<file path="config.mk">
export PLATFORM = sky130hd
export DESIGN_NAME = pipe_stage_hs
export DESIGN_NICKNAME = d
export VERILOG_FILES = /design/src/rtl/pipe_stage_hs.sv
export SDC_FILE = /design/constraint.sdc
export NUM_CORES = 1
export LEC_CHECK = 0
export BUFFER_PORTS_ARGS = -buffer_cell sky130_fd_sc_hd__buf_2
export CAP_MARGIN = 10
export CORE_UTILIZATION = 35
export DETAILED_ROUTE_END_ITERATION = 10
export GPL_ROUTABILITY_DRIVEN = 0
export GPL_TIMING_DRIVEN = 1
export SYNTH_ARGS = -nofsm -noshare
export SYNTH_HDL_FRONTEND = slang
export SYNTH_SLANG_ARGS = --single-unit
</file>
<file path="constraint.sdc">
create_clock -name clock -period 1.98 [get_ports clock]
set_input_delay 0.396 -clock clock [delete_from_list [all_inputs] [get_ports clock]]
set_output_delay 0.396 -clock clock [all_outputs]
set_load 0.01 [all_outputs]
</file>
<file path="src/rtl/pipe_stage_hs.sv">
// pipe_stage_hs: valid/ready pipeline stage register with a one-entry skid buffer.
// Optional flush support is enabled by defining PIPE_STAGE_FLUSH_EN.
`default_nettype none

module pipe_stage_hs #(
  parameter int DATA_W = 32,
  parameter int CTRL_W = 2
) (
  input  logic              clock,
  input  logic              reset,
  input  logic              flush,
  input  logic              in_valid,
  output logic              in_ready,
  input  logic [DATA_W-1:0] in_data,
  input  logic [CTRL_W-1:0] in_ctrl,
  output logic              out_valid,
  input  logic              out_ready,
  output logic [DATA_W-1:0] out_data,
  output logic [CTRL_W-1:0] out_ctrl,
  output logic [1:0]        occupancy
);

  typedef enum logic [1:0] {
    EMPTY = 2'd0,
    BUSY  = 2'd1,
    FULL  = 2'd2
  } state_t;

  state_t            state_q;
  state_t            state_d;
  logic [DATA_W-1:0] main_data_q;
  logic [CTRL_W-1:0] main_ctrl_q;
  logic [DATA_W-1:0] skid_data_q;
  logic [CTRL_W-1:0] skid_ctrl_q;

  logic push;
  logic pop;
  logic flush_act;
  logic load_main_in;
  logic load_main_skid;
  logic load_skid;

`ifdef PIPE_STAGE_FLUSH_EN
  assign flush_act = flush;
`else
  logic unused_flush;
  assign unused_flush = flush;
  assign flush_act    = 1'b0;
`endif

  // Ready comes only from registered state, so out_ready never reaches in_ready.
  assign in_ready  = !reset && (state_q != FULL);
  assign out_valid = (state_q != EMPTY);
  assign push      = in_valid && in_ready;
  assign pop       = out_valid && out_ready;
  assign out_data  = main_data_q;
  assign out_ctrl  = out_valid ? main_ctrl_q : '0;

  always_comb begin
    occupancy = 2'd0;
    case (state_q)
      BUSY:    occupancy = 2'd1;
      FULL:    occupancy = 2'd2;
      default: occupancy = 2'd0;
    endcase
  end

  always_comb begin
    state_d        = state_q;
    load_main_in   = 1'b0;
    load_main_skid = 1'b0;
    load_skid      = 1'b0;
    case (state_q)
      EMPTY: begin
        if (push) begin
          load_main_in = 1'b1;
          state_d      = BUSY;
        end
      end
      BUSY: begin
        if (push && pop) begin
          load_main_in = 1'b1;
        end else if (push) begin
          load_skid = 1'b1;
          state_d   = FULL;
        end else if (pop) begin
          state_d = EMPTY;
        end
      end
      FULL: begin
        if (pop) begin
          load_main_skid = 1'b1;
          state_d        = BUSY;
        end
      end
      default: state_d = EMPTY;
    endcase
    // Flush drops everything held and any same-cycle push.
    if (flush_act) begin
      state_d        = EMPTY;
      load_main_in   = 1'b0;
      load_main_skid = 1'b0;
      load_skid      = 1'b0;
    end
  end

  always_ff @(posedge clock) begin
    if (reset) begin
      state_q     <= EMPTY;
      main_data_q <= '0;
      main_ctrl_q <= '0;
      skid_data_q <= '0;
      skid_ctrl_q <= '0;
    end else begin
      state_q <= state_d;
      if (load_main_in) begin
        main_data_q <= in_data;
        main_ctrl_q <= in_ctrl;
      end else if (load_main_skid) begin
        main_data_q <= skid_data_q;
        main_ctrl_q <= skid_ctrl_q;
      end
      if (load_skid) begin
        skid_data_q <= in_data;
        skid_ctrl_q <= in_ctrl;
      end
    end
  end

endmodule

`default_nettype wire

</file>
Yosys cells after proc, flatten, opt, wreduce, memory -nomap -nowiden
Index checks and enable logic that the tools add are counted.
{"block": "word_totals", "register_bits": 70, "inputBits": 39, "output_inout_bits": 38, "elab_cells": 40}
{"block": "op_classes", "eq_ne": 7, "muxes": 19, "n_reduce_logical": 9}
{"cell": "32-bit two-way mux", "count": 2}
{"cell": "2-bit two-way mux", "count": 8}
{"cell": "2-bit != test (second input constant)", "count": 4}
{"cell": "1-bit two-way mux", "count": 6}
{"cell": "2-bit case mux with 3 select lines", "count": 1}
{"cell": "1-bit logical AND", "count": 4}
{"cell": "2-bit case mux with 2 select lines", "count": 1}
{"cell": "4-bit AND reduction", "count": 1}
{"cell": "2-bit nonzero test", "count": 2}
{"cell": "3-bit != test (second input constant)", "count": 1}
{"cell": "2-bit by 1-bit == test with 1-bit output (second input constant)", "count": 1}
{"cell": "2-bit == test (second input constant)", "count": 1}
{"cell": "2-bit zero test", "count": 1}
{"cell": "1-bit case mux with 2 select lines", "count": 1}
{"cell": "1-bit zero test", "count": 1}

Longest topological paths before layout
{"block": "logic_depth", "word_depth": 7, "depth_mapped": 7, "depth_no_buf": 3}

Worst setup path before layout
Ideal clock, no wire load.
{"block": "synth_timing", "path_kind": "input to register", "from": "input reset", "to": "register skid_ctrl_q[0]", "setup_time_ns": 0.132, "t_arrival_ns": 1.461, "setup_slack_ns": 0.387, "path_stages": 7, "n_path_buf": 4, "cell_sequence": "buf_2 > or3b_1 > buf_2 > buf_6 > buf_6 > o21ai_1 > a21oi_1"}
{"block": "synth_via", "elab_chain_len": 6}
{"element": "start, declared", "line": "10", "source": "input logic reset,"}
{"element": "1-bit zero test", "line": "52", "source": "assign in_ready = !reset && (state_q != FULL);"}
{"element": "1-bit logical AND", "line": "52"}
{"element": "1-bit logical AND", "line": "54", "source": "assign push = in_valid && in_ready;"}
{"element": "1-bit two-way mux / 1-bit logical AND (equally long branches)", "line": "83, 81"}
{"element": "1-bit two-way mux", "line": "81", "source": "if (push && pop) begin"}
{"element": "1-bit two-way mux", "line": "73", "source": "case (state_q)"}
{"element": "end signal, assigned", "line": "125", "source": "skid_ctrl_q <= in_ctrl;"}
{"element": "end, declared", "line": "34", "source": "logic [CTRL_W-1:0] skid_ctrl_q;"}
Parallel ways exist; a longest one is shown, timed or not.
A chain may end at the register's enable or synchronous reset.

Worst setup path after layout
{"block": "layout_timing", "from": "register state_q[1]", "to": "output out_ctrl[1]"}
{"block": "layout_via", "elab_chain_len": 2}
{"element": "start, declared", "line": "29", "source": "state_t state_q;"}
{"element": "start signal, assigned", "line": "115", "source": "state_q <= state_d;"}
{"element": "2-bit nonzero test", "line": "53", "source": "assign out_valid = (state_q != EMPTY);"}
{"element": "2-bit two-way mux", "line": "57", "source": "assign out_ctrl = out_valid ? main_ctrl_q : '0;"}
{"element": "end, declared", "line": "19", "source": "output logic [CTRL_W-1:0] out_ctrl,"}
No other way between the ends.

==> results.md <==
- Outcome: finished, final reports clean
- CTS buffer count: 9
- Clock sink count: 70
- Clock power frac: 0.365
- R2r setup slk: 0.34 ns
- IO Port Bufs: 75
- HP Start: in_data[9]
- Lkg Pwr: 1.37 nW
- Setup WS post-layout: 0.212 ns
- Initial DRC count: 190
- Top FF cell, synth: dfxtp_1
- CP startpoint kind: register
- Worst setup EP type: primary output
- Hold path depth: 3
- Post-CTS sizing: 0
- Htree depth: 3
- PD cells: 800 nW/um^2
- Hold buffer count at CTS: 0
- DPL Wire Length: 4950 um
- Dpl cells: 524
- P_int: 2.17 mW
- Top post-synthesis cells by area: dfxtp_1 45%, a311oi_1 9.7%, nand2_1 8.5%, a21oi_1 5.8%, nand3_1 5.5%
- Clock Skews: 0.0114 ns
- Final Setup Violations: 0
- Clk pin slew, worst setup/hold paths: 0.08 ns
- Antenna diodes: 0
- Crit Path Max Fanout: 9
- Synthesized area per cell: 8.29 sq um
- Sw frac: 0.266
- DIE AREA: 9190 sq um
- Drc violations: 0
- Critical Path RT: 1.58 ns
- DR pass1 iterations: 4
- Site Rows: 33
- Final hold violation count: 0
- Grt ovf: 0
- Layout area overhead: 19.7%
- Reg-to-reg startpoint: state_q[1]
- Mapped Area: 3080 sq um
- EDFF count, synth: 0
- Share of cells above drive strength 1: 0.294
- Mapped Cells: 372
- Final critical-path share of the clock period: 0.893
- Number of distinct library cells after synthesis: 27
- Initial core utilization: 0.368
- RSZ-0062 raised after global routing: no
- Final wirelength: 7980 um
- Synth top area share: 0.455
- Gr usage total: 0.177
- Detail Route Antenna Nets: 0
- Clock buffer depth: 2
- Clock root buffer: clkbuf_8
- Max Cap Viol: 0
- Die W: 95.9 um
- CTS tree: done
- WS Path Type: register to primary output
- Seq/Total Area, Yosys: 0.455
- NumNets Final: 469
- Part of the power in registers: 0.509
- Max_slew headroom: 0.655
- Die Y: 95.9 um
- Total number of vias: 2914
- Slew Limit Fails: 0
- Critical path arrival: 1.37 ns
- Cells on worst reg2reg path: 4
- Initial antenna violation count: 1
- Synth warn: 0
- VDD IR max: 0.000368 V
- Setup Buffers After CTS: 0
- Filler Cell Count: 891
- Minimum clock period: 1.77 ns
- Core Area: 8380 sq um
- Largest net degree at the start of global routing: 50
- Vias in the first global route: 2619
- Setup TNS: 0 ns
- HP Class: input pin to register
- Post-synth ARST share: 0
- Seq cells post-synth: 70
- Vias per inst: 5.40
- Hold Crit Endpoint: skid_data_q[9]
- Worst-margin pin slew: 0.517 ns
- First-pass GRT wire length: 12600 um
- Synthesized Nets: 411
- Non-Filler Instances: 540
- Clock Latency Late Sink: 0.33 ns
- Num ports: 77
- Most frequent cells after synthesis: 70 x dfxtp_1, 70 x nand2_1, 36 x a21oi_1, 34 x a311oi_1, 34 x nand3_1
- P_sw: 0.785 mW
- Post-Place Worst Slack: 0.257 ns
- DR WL/cell: 14.8 um
- Fmax: 566 MHz
- Synth area leader: dfxtp_1
- Logic pwr share: 0.127
- Reg2reg end: skid_data_q[22]
[per-stage QoR]
step / util / hold WS [ns] / cell area (sq um) / power (mW)
floorplan: - / 0.444 / 3080 / 1.76
global placement: 0.418 / 0.448 / 3500 / 1.91
detailed placement: 0.418 / 0.460 / 3500 / 1.91
CTS: 0.440 / 0.303 / 3690 / 2.99
global route: 0.440 / 0.307 / 3690 / 3.10
finish: 0.440 / 0.317 / 3690 / 2.95
[worst max-delay path: stages, from the launching register on]
cell and delay (ns):
dfxtp_1 0.42, or2_2 0.35, and2_1 0.15, buf_2 0.13
[area by class of cell]
type,count,area [sq um],share of cell area
clock inverters,3,17.5,0.00475
clock buffers,13,169,0.0458
repair buffers,89,493,0.134
well taps,105,131,0.0356
flip-flops and latches,70,1400,0.380
multi-input cells,260,1480,0.401
[worst max path at each step]
| stage | end | cells after the start | start |
|---|---|---|---|
| final | out_ctrl[1] | 3 | state_q[1] |
| after global routing | out_ctrl[0] | 3 | state_q[1] |
| after CTS | out_ctrl[1] | 3 | state_q[1] |
| after detailed placement | skid_data_q[17] | 5 | in_valid |
| after global placement | skid_data_q[16] | 5 | in_valid |
| after floorplan | skid_ctrl_q[0] | 7 | reset |
[registers in the layout (all words and copies together) (netlist names)]
name / cells
skid_data_q: 32
state_q: 2
main_ctrl_q: 2
out_data: 32
skid_ctrl_q: 2
[layer usage]
layer / wire (um) / part of all wire / vias up / global-route usage
met1: 3940 / 0.49 / 1388 / 0.241
li1: - / - / 1449 / -
met5: 13 / 0.0016 / - / 0
met4: 31 / 0.0039 / 2 / 0.0498
met3: 401 / 0.050 / 6 / 0.0521
met2: 3600 / 0.45 / 69 / 0.271
[logic make-up after synthesis]
logic type | share of synthesized area
flip-flops | 0.455
buffers and inverters | 0.0682
multiplexers | 0.00325
AO/OA/AOI/OAI | 0.215
AND/OR/NAND/NOR | 0.259
[power by group through the flow]
stage	Combinational (mW)	Sequential (mW)	Clock (mW)
CTS	0.377	1.50	1.11
floorplan	0.204	1.55	0
global placement	0.373	1.53	0
global route	0.411	1.51	1.18
detailed placement	0.376	1.54	0
finish	0.374	1.50	1.08
[layout by cell type (no fill, tap or decap), types with 8 or more instances in the layout]
cell | Yosys | final
a21oi_1 | 36 | 36
a311oi_1 | 34 | 34
buf_2 | 17 | 75
buf_4 | 0 | 13
clkbuf_8 | 0 | 12
dfxtp_1 | 70 | 70
nand2_1 | 70 | 70
nand3_1 | 34 | 34
nor3_1 | 18 | 18
nor3_2 | 16 | 16
o21ai_0 | 25 | 25
o21ai_1 | 8 | 8
No activity file was read; power rests on OpenSTA's default activity.
